$ cat config.mk
export PLATFORM = sky130hd
export DESIGN_NAME = nrzi_stuff_tx
export DESIGN_NICKNAME = d
export VERILOG_FILES = /design/src/rtl/nrzi_stuff_tx.sv
export SDC_FILE = /design/constraint.sdc
export NUM_CORES = 1
export LEC_CHECK = 0
export ABC_AREA = 0
export CORE_MARGIN = 1.5
export CORE_UTILIZATION = 60
export CTS_BUF_LIST = sky130_fd_sc_hd__clkbuf_4
export CTS_CLUSTER_DIAMETER = 30
export DETAILED_ROUTE_END_ITERATION = 12
export DONT_BUFFER_PORTS = 1
export PLACE_DENSITY = 0.84
export RECOVER_POWER = 50
export SLEW_MARGIN = 5
export SYNTH_ARGS = -nofsm -noshare
export SYNTH_HDL_FRONTEND = slang
export SYNTH_SLANG_ARGS = --single-unit
$ cat constraint.sdc
create_clock -name clk -period 5.2 [get_ports clk]
set_clock_uncertainty 0.2 [all_clocks]
set_input_delay 1.04 -clock clk [delete_from_list [all_inputs] [get_ports clk]]
set_output_delay 1.04 -clock clk [all_outputs]
set_load 0.02 [all_outputs]
$ cat src/rtl/nrzi_stuff_tx.sv
// USB-style serial transmit encoder: SYNC generation, NRZI line coding, bit stuffing
// after runs of ones and an SE0/J end-of-packet, all sequenced from a single start pulse.
module nrzi_stuff_tx #(
    parameter int unsigned STUFF_LEN  = 6,
    parameter int unsigned SYNC_BITS  = 8,
    parameter int unsigned EOP_SE0    = 2,
    parameter logic        IDLE_LEVEL = 1'b1
) (
    input  logic clk,
    input  logic rst_n,
    input  logic start,
    input  logic s_in,
    input  logic s_valid,
    input  logic s_last,
    output logic s_ready,
    output logic nrzi_out,
    output logic oe,
    output logic se0,
    output logic busy,
    output logic done,
    output logic underrun
);

    localparam int unsigned ONES_W  = $clog2(STUFF_LEN + 1);
    localparam int unsigned CNT_MAX = (SYNC_BITS > EOP_SE0) ? SYNC_BITS : EOP_SE0;
    localparam int unsigned CNT_W   = $clog2(CNT_MAX);

    localparam logic [ONES_W-1:0] ONES_MAX = ONES_W'(STUFF_LEN);
    localparam logic [CNT_W-1:0]  SYNC_END = CNT_W'(SYNC_BITS - 1);
    localparam logic [CNT_W-1:0]  SE0_END  = CNT_W'(EOP_SE0 - 1);

    typedef enum logic [2:0] {
        S_IDLE,
        S_SYNC,
        S_DATA,
        S_STUFF,
        S_EOP_SE0,
        S_EOP_J
    } state_t;

    state_t             state, state_n;
    logic [CNT_W-1:0]   cnt, cnt_n;
    logic [ONES_W-1:0]  ones, ones_n, ones_inc;
    logic               last_pend, last_n;
    logic               nrzi_n, oe_n, se0_n, busy_n, done_n, underrun_n;
    logic               emit, bit_val;

    // Saturating increment keeps the run length from ever exceeding STUFF_LEN.
    assign ones_inc = (ones >= ONES_MAX) ? ONES_MAX : ones + ONES_W'(1);

    // NOTE: sequential state uses non-blocking assignments so every register
    // samples the pre-edge values; the comb blocks below use blocking ones.
    always_ff @(posedge clk) begin
        if (!rst_n) begin
            state     <= S_IDLE;
            cnt       <= '0;
            ones      <= '0;
            last_pend <= 1'b0;
            nrzi_out  <= IDLE_LEVEL;
            oe        <= 1'b0;
            se0       <= 1'b0;
            busy      <= 1'b0;
            done      <= 1'b0;
            underrun  <= 1'b0;
        end else begin
            state     <= state_n;
            cnt       <= cnt_n;
            ones      <= ones_n;
            last_pend <= last_n;
            nrzi_out  <= nrzi_n;
            oe        <= oe_n;
            se0       <= se0_n;
            busy      <= busy_n;
            done      <= done_n;
            underrun  <= underrun_n;
        end
    end

    // NOTE: every comb output gets a default before the case so no path
    // leaves it unassigned, which would otherwise infer a latch.
    always_comb begin
        state_n = state;
        cnt_n   = cnt;
        last_n  = last_pend;
        unique case (state)
            S_IDLE: begin
                if (start) begin
                    state_n = S_SYNC;
                    cnt_n   = '0;
                end
            end
            S_SYNC: begin
                cnt_n = cnt + CNT_W'(1);
                if (cnt == SYNC_END) state_n = S_DATA;
            end
            S_DATA: begin
                if (!s_valid) begin
                    state_n = S_EOP_SE0;
                    cnt_n   = '0;
                end else if (s_in && (ones_inc == ONES_MAX)) begin
                    state_n = S_STUFF;
                    last_n  = s_last;
                end else if (s_last) begin
                    state_n = S_EOP_SE0;
                    cnt_n   = '0;
                end
            end
            S_STUFF: begin
                state_n = last_pend ? S_EOP_SE0 : S_DATA;
                cnt_n   = '0;
            end
            S_EOP_SE0: begin
                cnt_n = cnt + CNT_W'(1);
                if (cnt == SE0_END) state_n = S_EOP_J;
            end
            S_EOP_J: state_n = S_IDLE;
            default: state_n = S_IDLE;
        endcase
    end

    always_comb begin
        s_ready    = 1'b0;
        emit       = 1'b0;
        bit_val    = 1'b0;
        nrzi_n     = nrzi_out;
        oe_n       = 1'b1;
        se0_n      = 1'b0;
        ones_n     = ones;
        done_n     = 1'b0;
        underrun_n = 1'b0;
        unique case (state)
            S_IDLE: begin
                oe_n   = 1'b0;
                nrzi_n = IDLE_LEVEL;
                if (start) ones_n = '0;
            end
            S_SYNC: begin
                emit    = 1'b1;
                bit_val = (cnt == SYNC_END);
            end
            S_DATA: begin
                s_ready = 1'b1;
                if (s_valid) begin
                    emit    = 1'b1;
                    bit_val = s_in;
                end else begin
                    underrun_n = 1'b1;
                end
            end
            S_STUFF: emit = 1'b1;
            S_EOP_SE0: begin
                se0_n  = 1'b1;
                nrzi_n = 1'b0;
            end
            S_EOP_J: begin
                nrzi_n = IDLE_LEVEL;
                done_n = 1'b1;
            end
            default: oe_n = 1'b0;
        endcase
        // NRZI: a zero toggles the line, a one holds it.
        if (emit) begin
            nrzi_n = bit_val ? nrzi_out : ~nrzi_out;
            ones_n = bit_val ? ones_inc : '0;
        end
        busy_n = (state_n != S_IDLE);
    end

endmodule

==> results.tsv, run 1 <==
stage	metric	value	unit
outcome	outcome	complete, no violations	
pwr	Pleak	0.000373	uW
finish	commonest cells after routing, fill and taps aside	16 x dfxtp_1, 9 x inv_1, 8 x nand2_1	
placement	DP HPWL	1220	um
clock_tree	Worst-path clk slew	100	ps
min_path	WHS Path Cells	2	
floorplan	die area	1840	um^2
drt	WL/cell	14.2	um
drt	DRC	0	
clock_tree	Root Driver	clkbuf_4	
setup_path	CP Data Required Time	3960	ps
synthesis	part of the Yosys area used for sequential elements	0.336	
clock_tree	Clock Tree Buf Depth	2	
synthesis	Mapped Cells	111	
finish	multi-input logic area	537	um^2
floorplan	Initial Utilization	0.640	
synthesis	top cells by area, synth	dfxtp_1 34%, ha_1 6.6%, nand4_1 3.9%, a21oi_1 3.7%, inv_1 3.5%	
synthesis	Syn Area/Cell	8.59	um^2
drt	Pre-antenna DRT Iters	4	
synthesis	Syn. warnings	0	
timing	Hold Slack	303	ps
finish	Area Growth Syn to Fin	-1.71	%
setup_path	worst-path maximum fanout	19	
floorplan	Die H	42.9	um
timing	fin crit period	2710	ps
finish	share of cells above drive strength 1	0.0654	
clock_tree	TritonCTS clock tree	done	
setup_path	RR Startpoint	cnt[0]	
setup_path	Setup CP Type	flop to output pin	
drt	vias	797	
synthesis	Synthesized Nets	122	
timing	Pins Over Slew Limit	0	
global_routing	largest net degree at the start of global routing	20	
drt	Starting DRT DRC Count	12	
pwr	overall power	215	uW
pwr	Worst VDD drop	122	uV
global_routing	grt ovf	0	
setup_path	reg-to-reg slack, setup	3310	ps
timing	total negative slack	0	ps
finish	fin util	0.629	
synthesis	Post-Syn Area	953	um^2
synthesis	share of the synthesized area in the top cell type	0.336	
clock_tree	H-tree depth	1	
setup_path	FF-to-FF End	state[1]	
setup_path	Reg2Reg Depth	6	
timing	Worst slew margin	0.634	
clock_tree	Num CTS Buffers	3	
placement	routability-driven placement congestion ratio	0.825	
finish	nets	119	
clock_tree	Clock Latency Late Sink	300	ps
timing	Final Setup Violations	0	
timing	Final Hold Viols	0	
floorplan	row cnt	14	
finish	most common cell after layout, fill and taps aside	dfxtp_1	
drt	routed vias/inst	6.48	
timing	f_max	0.369	GHz
min_path	Hold Path Sink	last_pend	
timing	RSZ-0062 raised after global routing	false	
global_routing	vias in the first global route	666	
drt	Post-DRT Antenna Nets	0	
setup_path	Worst Setup Start Kind	flop	
clock_tree	Post-CTS Resized	0	
timing	worst-margin pin slew	549	ps
floorplan	# IOs	13	
setup_path	Worst Path Arrival	1470	ps
min_path	Hold Crit Class	flop to flop	
finish	Inserted Diodes	0	
setup_path	CP endpoint kind	output pin	
finish	FF/Latch Area	320	um^2
synthesis	Yosys top cell by area	dfxtp_1	
global_routing	first-pass GRT wire length	2970	um
drt	drt total wl	1740	um
clock_tree	cts hold-fix bufs	0	
global_routing	initial antenna violation count	0	
global_routing	GRT Overall Usage	0.218	
floorplan	core area	1490	um^2
placement	port bufs	0	
timing	fin crit share	0.521	
run	MaxCap Viol Count	0	
synthesis	count of different cell masters after synthesis	44	
synthesis	#FFs+latches synth	16	
floorplan	die width	42.9	um
clock_tree	CTS sink count	16	
pwr	pwr dens	229	nW/um^2
finish	Fillers	128	
clock_tree	Setup Fix Bufs, Post-CTS	0	
min_path	Hold Startpoint	last_pend	
==> how the worst max path moves through the flow <==
stage | endpoint | depth (start not counted) | startpoint | slack, ps
6_report | s_ready | 2 | state[1] | 2490
5_1_grt | s_ready | 2 | state[1] | 2350
4_1_cts | s_ready | 2 | state[1] | 2480
3_5_place_dp | s_ready | 2 | state[1] | 2810
3_3_place_gp | s_ready | 2 | state[1] | 2860
2_1_floorplan | s_ready | 3 | state[2] | 3060
==> layer usage <==
metal  global-route usage  wire (um)  share of wire  vias up
li1                     -          -              -      399
met1                0.280        801           0.46      373
met2                0.327        844           0.48       21
met3               0.0511         50          0.029        4
met4                0.131         45          0.026        0
met5                    0          0              0        -
==> logic make-up (layout without fill, tap and decap cells) <==
logic type	after synthesis	in the layout	synth area share
AOI/OAI and AO/OA	26	26	0.184
xor gates and xnor gates	1	1	0.00919
adders and majority gates	5	5	0.0656
buffers and inverters	17	13	0.0945
DFF	16	16	0.336
muxes	2	2	0.0223
and+or+nand+nor	44	44	0.289
==> state kept, by name, summed over array words and instances, names as in the netlist <==
register and flops:
se0 1, ones 3, oe 1, busy 1, cnt 3, nrzi_out 1, state 3, done 1
underrun 1, last_pend 1
==> synthesized netlist by cell type <==
library cell and number:
a211oi_1 1, a21o_1 1, a21oi_1 7, a22oi_1 1
a31oi_1 4, a32o_1 1, and2_1 1, and4_1 1
and4b_1 1, and4bb_1 1, buf_2 3, buf_4 2
buf_6 2, clkbuf_1 1, dfxtp_1 16, ha_1 5
inv_1 9, mux2_2 1, mux2i_1 1, nand2_1 7
nand2_2 1, nand2b_1 4, nand3_1 3, nand3b_1 1
nand4_1 6, nand4b_1 1, nand4bb_1 1, nor2_1 4
nor2b_1 2, nor3_1 3, nor4_1 2, nor4b_1 1
nor4bb_1 1, o2111a_1 1, o2111ai_1 1, o211ai_1 1
o21ai_0 3, o21ba_2 1, o21bai_1 3, o31ai_1 1
or2_2 1, or3b_2 1, or4_4 1, xnor2_1 1
==> power breakdown <==
part | switching [uW] | internal [uW]
Clock | 41.0 | 28.0
Combinational | 7.31 | 6.55
Sequential | 6.54 | 125
==> stage by stage <==
stage / instance area, um^2 / worst slack [ps] / std cells
global placement: 917 / 2860 / 119
global route: 937 / 2350 / 123
detailed placement: 917 / 2810 / 119
finish: 937 / 2490 / 123
floorplan: 953 / 3060 / 111
CTS: 943 / 2480 / 123
==> worst max-delay path, stage by stage, from the launching register on <==
cell and delay (ps):
dfxtp_1 670, nand2b_1 170, nor2_1 330
==> layout make-up <==
| cell class | count | area share |
|---|---|---|
| well taps | 16 | 0.0214 |
| clock inverters | 1 | 0.00401 |
| clock buffers | 3 | 0.0240 |
| multi-input cells | 78 | 0.573 |
| inverters | 9 | 0.0360 |
| flip-flops and latches | 16 | 0.342 |
Power figures use the tool's default switching activity.
==> inputs of run 2 (changes only) <==
==> constraint.sdc (replaced) <==
create_clock -name clk -period 2.7 [get_ports clk]
set_clock_uncertainty 0.2 [all_clocks]
set_input_delay 0.54 -clock clk [delete_from_list [all_inputs] [get_ports clk]]
set_output_delay 0.54 -clock clk [all_outputs]
set_load 0.02 [all_outputs]
==> results.tsv, run 2 (synthesis gave the netlist of run 1 again) <==
stage	metric	value	unit	change
setup_path	Reg2Reg Depth	4		-2
timing	total negative slack	0	ps	unchanged
finish	fin util	0.631		+0.00168
setup_path	CP endpoint kind	output pin		
clock_tree	H-tree depth	1		unchanged
floorplan	Die H	42.9	um	unchanged
floorplan	die area	1840	um^2	unchanged
finish	biggest regs	cnt (3), ones (3), state (3)		
clock_tree	Clock Tree Buf Depth	2		unchanged
drt	routed vias/inst	6.42		-0.88%
timing	Hold Slack	111	ps	-192 ps
timing	fin crit share	0.817		
drt	vias	790		-0.88%
finish	Area Growth Syn to Fin	-1.44	%	
drt	Pre-antenna DRT Iters	5		+1
setup_path	Worst Path Arrival	1460	ps	about the same
setup_path	reg-to-reg slack, setup	800	ps	-2510 ps
setup_path	CP Data Required Time	1960	ps	-2000 ps
clock_tree	TritonCTS clock tree	done		
global_routing	vias in the first global route	723		+8.6%
pwr	switching share of power	0.254		-0.00123
global_routing	largest net degree at the start of global routing	20		unchanged
pwr	P_sw	105	uW	+92%
setup_path	FF-to-FF End	ones[2]		
global_routing	grt ovf	0		unchanged
floorplan	core area	1490	um^2	unchanged
setup_path	worst-path maximum fanout	19		unchanged
placement	DP HPWL	1230	um	+1.2%
finish	nets	119		unchanged
global_routing	GRT Overall Usage	0.214		-0.00372
min_path	Hold Path Sink	underrun		
run	MaxCap Viol Count	0		unchanged
pwr	combinational share of power	0.069		+0.004
clock_tree	Num CTS Buffers	3		unchanged
timing	RSZ-0062 raised after global routing	false		
floorplan	row cnt	14		unchanged
timing	f_max	0.454	GHz	
clock_tree	CTS sink count	16		unchanged
pwr	Pleak	0.000373	uW	+0.22%
floorplan	die width	42.9	um	unchanged
global_routing	initial antenna violation count	0		unchanged
drt	WL/cell	14.9	um	+5.5%
timing	Pins Over Slew Limit	0		unchanged
drt	drt total wl	1840	um	+5.5%
timing	Worst slew margin	0.624		-0.00985
min_path	Hold Startpoint	s_valid		
placement	routability-driven placement congestion ratio	0.800		-3.0%
pwr	overall power	413	uW	+93%
drt	Post-DRT Antenna Nets	0		unchanged
pwr	pwr dens	440	nW/um^2	+92%
placement	port bufs	0		unchanged
pwr	Int Pwr	308	uW	+93%
clock_tree	cts hold-fix bufs	0		unchanged
clock_tree	Setup Fix Bufs, Post-CTS	0		unchanged
pwr	Worst VDD drop	236	uV	+94%
pwr	power share of the sequential group	0.615		about the same
drt	DRC	0		unchanged
clock_tree	Worst-path clk slew	100	ps	about the same
finish	commonest cells after routing, fill and taps aside	16 x dfxtp_1, 9 x inv_1, 7 x nand2_1, 7 x a21oi_1, 6 x nand4_1		
finish	share of cells above drive strength 1	0.0748		+0.00935
finish	cell area after layout	940	um^2	+0.27%
finish	Inserted Diodes	0		unchanged
finish	most common cell after layout, fill and taps aside	dfxtp_1		
timing	worst-margin pin slew	563	ps	+14.7 ps
clock_tree	Root Driver	clkbuf_4		
setup_path	RR Startpoint	state[1]		
timing	Final Hold Viols	0		unchanged
pwr	Clock power frac	0.316		-0.005
outcome	outcome	complete, no violations		
min_path	WHS Path Cells	1		-1
placement	dpl cell area	917	um^2	unchanged
global_routing	first-pass GRT wire length	2990	um	+0.67%
drt	Starting DRT DRC Count	25		+13
setup_path	Worst Setup Start Kind	flop		
floorplan	# IOs	13		unchanged
floorplan	Initial Utilization	0.640		unchanged
timing	fin crit period	2200	ps	
setup_path	Setup CP Type	flop to output pin		
timing	Final Setup Violations	0		unchanged
min_path	Hold Crit Class	input pin to flop		
clock_tree	Clock Latency Late Sink	290	ps	about the same
clock_tree	Post-CTS Resized	0		unchanged
==> run 2: cell type report <==
type	instances	area (um^2)
Inverter	9	33.8
Fill cell	128	549
Clock buffer	3	22.5
Clock inverter	1	3.75
Sequential cell	16	320
Tap cell	16	20.0
Multi-Input combinational cell	78	539
==> run 2: worst max path at each step <==
stage	slack (ps)	startpoint	to	cells past startpoint
floorplan	990	cnt[0]	state[1]	6
global route	390	state[1]	s_ready	2
finish	500	state[1]	s_ready	2
detailed placement	810	state[1]	s_ready	2
global placement	860	state[1]	s_ready	2
CTS	490	state[1]	s_ready	2
==> run 2: critical path, cell delays in order (launching register included) <==
cell	delay [ps]
dfxtp_1	670
nand2b_1	170
nor2_1	330
==> run 2: metrics by stage <==
| step | worst slack (ps) | cells |
|---|---|---|
| floorplan | 990 | 111 |
| global placement | 864 | 119 |
| detailed placement | 813 | 119 |
| CTS | 490 | 123 |
| global route | 394 | 123 |
| finish | 495 | 123 |
==> run 2: per-layer routing <==
layer  routed length [um]  GRT usage  part of all wire
met5                    0          0                 0
met4                   21     0.0813             0.011
met3                   61     0.0426             0.033
met2                  867      0.355              0.47
met1                  885      0.271              0.48
==> run 2: power groups by stage <==
stage                     Combinational [uW]  Sequential [uW]  Clock, uW
after floorplan                         33.2              253          0
after global placement                  27.8              259          0
after detailed placement                29.3              260          0
after CTS                               29.5              254        136
after global routing                    32.1              256        141
final                                   28.6              254        130
==> inputs of run 3 (changes only) <==
--- a/config.mk
+++ b/config.mk
@@ -7,7 +7,7 @@
 export LEC_CHECK = 0
 export ABC_AREA = 0
 export CORE_MARGIN = 1.5
-export CORE_UTILIZATION = 60
+export CORE_UTILIZATION = 58
 export CTS_BUF_LIST = sky130_fd_sc_hd__clkbuf_4
 export CTS_CLUSTER_DIAMETER = 30
 export DETAILED_ROUTE_END_ITERATION = 12
==> constraint.sdc (replaced) <==
create_clock -name clk -period 1.95 [get_ports clk]
set_clock_uncertainty 0.2 [all_clocks]
set_input_delay 0.39 -clock clk [delete_from_list [all_inputs] [get_ports clk]]
set_output_delay 0.39 -clock clk [all_outputs]
set_load 0.02 [all_outputs]
==> results.tsv, run 3 (synthesis gave the netlist of run 1 again) <==
stage	metric	value	unit	change
global_routing	met2 usage	0.359		+0.00428
finish	commonest cells after routing, fill and taps aside	15 x dfxtp_1, 9 x inv_1, 7 x nand2_1, 7 x a21oi_1, 6 x nand4_1		
pwr	Worst VDD drop	560	uV	+140%
run	MaxCap Viol Count	0		unchanged
setup_path	CP Data Required Time	1980	ps	+20 ps
clock_tree	Clock Latency Late Sink	290	ps	about the same
finish	Area Growth Syn to Fin	4.20	%	
floorplan	row cnt	14		unchanged
outcome	outcome	complete, no violations		
timing	Final Hold Viols	0		unchanged
placement	DP HPWL	1260	um	+2.0%
min_path	WHS Path Cells	2		+1
global_routing	met1 Usage GRT	0.286		+0.0147
timing	total negative slack	0	ps	unchanged
clock_tree	Setup Fix Bufs, Post-CTS	0		unchanged
drt	DRC	0		unchanged
finish	Inserted Diodes	0		unchanged
drt	drt total wl	1790	um	-2.5%
pwr	overall power	580	uW	+40%
global_routing	largest net degree at the start of global routing	16		-20%
floorplan	Die H	43.5	um	+1.6%
global_routing	grt ovf	0		unchanged
clock_tree	Worst-path clk slew	90	ps	about the same
setup_path	Reg2Reg Depth	6		+2
clock_tree	Clock Tree Buf Depth	2		unchanged
timing	Pins Over Slew Limit	0		unchanged
timing	fin crit share	0.932		
timing	worst-margin pin slew	389	ps	-174 ps
clock_tree	Root Driver	clkbuf_4		
timing	Worst slew margin	0.740		+0.116
floorplan	die area	1900	um^2	+3.2%
floorplan	die width	43.5	um	+1.6%
drt	Post-DRT Antenna Nets	0		unchanged
clock_tree	H-tree depth	1		unchanged
finish	biggest regs	cnt (3), ones (3), state (3)		
drt	Pre-antenna DRT Iters	4		-1
global_routing	met3 Use GR	0.0708		+0.0283
timing	f_max	0.551	GHz	
drt	routed vias/inst	6.22		-3.1%
floorplan	Initial Utilization	0.626		-0.0147
pwr	pwr dens	584	nW/um^2	+33%
setup_path	Worst Path Arrival	1840	ps	+380 ps
placement	Cells after DPL	123		+3.4%
global_routing	grt peak-use layer	met2		
finish	fin cells	129		+4.9%
drt	WL/cell	13.9	um	-7.0%
drt	vias	803		+1.6%
global_routing	first-pass GRT wire length	3170	um	+6.3%
setup_path	CP endpoint kind	flop		
floorplan	# IOs	13		unchanged
placement	port bufs	0		unchanged
pwr	Pleak	0.000403	uW	+7.9%
setup_path	Slowest-stage cell, CP	or3b_2		
clock_tree	Num CTS Buffers	3		unchanged
timing	RSZ-0062 raised after global routing	false		
setup_path	worst-path maximum fanout	5		-14
finish	share of cells above drive strength 1	0.124		+0.0491
finish	fin util	0.652		+0.0208
setup_path	largest stage delay on the critical path	440	ps	-230 ps
finish	most common cell after layout, fill and taps aside	dfxtp_1		
setup_path	Setup CP Type	flop to flop		
global_routing	GRT Overall Usage	0.221		+0.00736
clock_tree	TritonCTS clock tree	done		
min_path	Hold Crit Class	input pin to flop		
timing	Final Setup Violations	0		unchanged
finish	nets	125		+5.0%
global_routing	vias in the first global route	722		-0.14%
finish	Fillers	126		-1.6%
placement	routability-driven placement congestion ratio	0.814		+1.8%
floorplan	core area	1520	um^2	+2.4%
drt	Starting DRT DRC Count	14		-44%
clock_tree	CTS sink count	16		unchanged
global_routing	initial antenna violation count	0		unchanged
setup_path	critical path cell sequence	ha_1 > ha_1 > nor2b_1 > a21oi_1 > or3b_2 > a21oi_1		
timing	fin crit period	1820	ps	
setup_path	Worst Setup Start Kind	flop		
==> run 3: final cells by class <==
cell class / instances / area, um^2 / area share
inverter: 9 / 33.8 / 0.0340
clock buffer: 3 / 22.5 / 0.0227
timing repair buffer: 6 / 50.0 / 0.0504
tap: 16 / 20.0 / 0.0202
multi-input combinational: 78 / 542 / 0.545
sequential: 16 / 322 / 0.324
clock inverter: 1 / 3.75 / 0.00378
==> run 3: timing repair <==
| item | in CTS | in global routing |
|---|---|---|
| gates resized for setup | 0 | 2 |
| endpoints found under the hold margin | 3 | 0 |
| setup endpoints to repair | 0 | 2 |
| hold buffers | 2 | 0 |
==> run 3: routing by layer <==
metal  vias to the layer above  share of wire
met5                         -              0
met4                         0         0.0078
met3                         2          0.047
met2                        21           0.46
met1                       372           0.48
li1                        408              -
==> run 3: per-stage QoR <==
step | hold slack (ps) | worst slack, ps | area, um^2
2_1_floorplan | 251 | 240 | 953
3_3_place_gp | 268 | 182 | 947
3_5_place_dp | 272 | 133 | 947
4_1_cts | 20.6 | 47.1 | 993
5_1_grt | 16.3 | 1.90 | 993
6_report | 27.2 | 134 | 993
==> run 3: worst paths after layout <==
check	from	to	slack, ps
setup reg to reg	cnt[1]	state[1]	130
setup / recovery	cnt[1]	state[1]	130
hold reg to reg	ones[0]	ones[0]	290
hold / removal	s_last	last_pend	30
==> run 3: report_power, final <==
| group | internal (uW) | switching (uW) |
|---|---|---|
| sequential | 335 | 15.0 |
| clock | 74.6 | 109 |
| combinational | 22.8 | 23.9 |
| total | 432 | 148 |
==> run 3: critical path: cells and delay by family, from the launching register on <==
kind | cells | cell delay (ps)
simple gates | 2 | 620
flops | 1 | 400
fa+ha+maj | 2 | 330
compound gates | 2 | 200
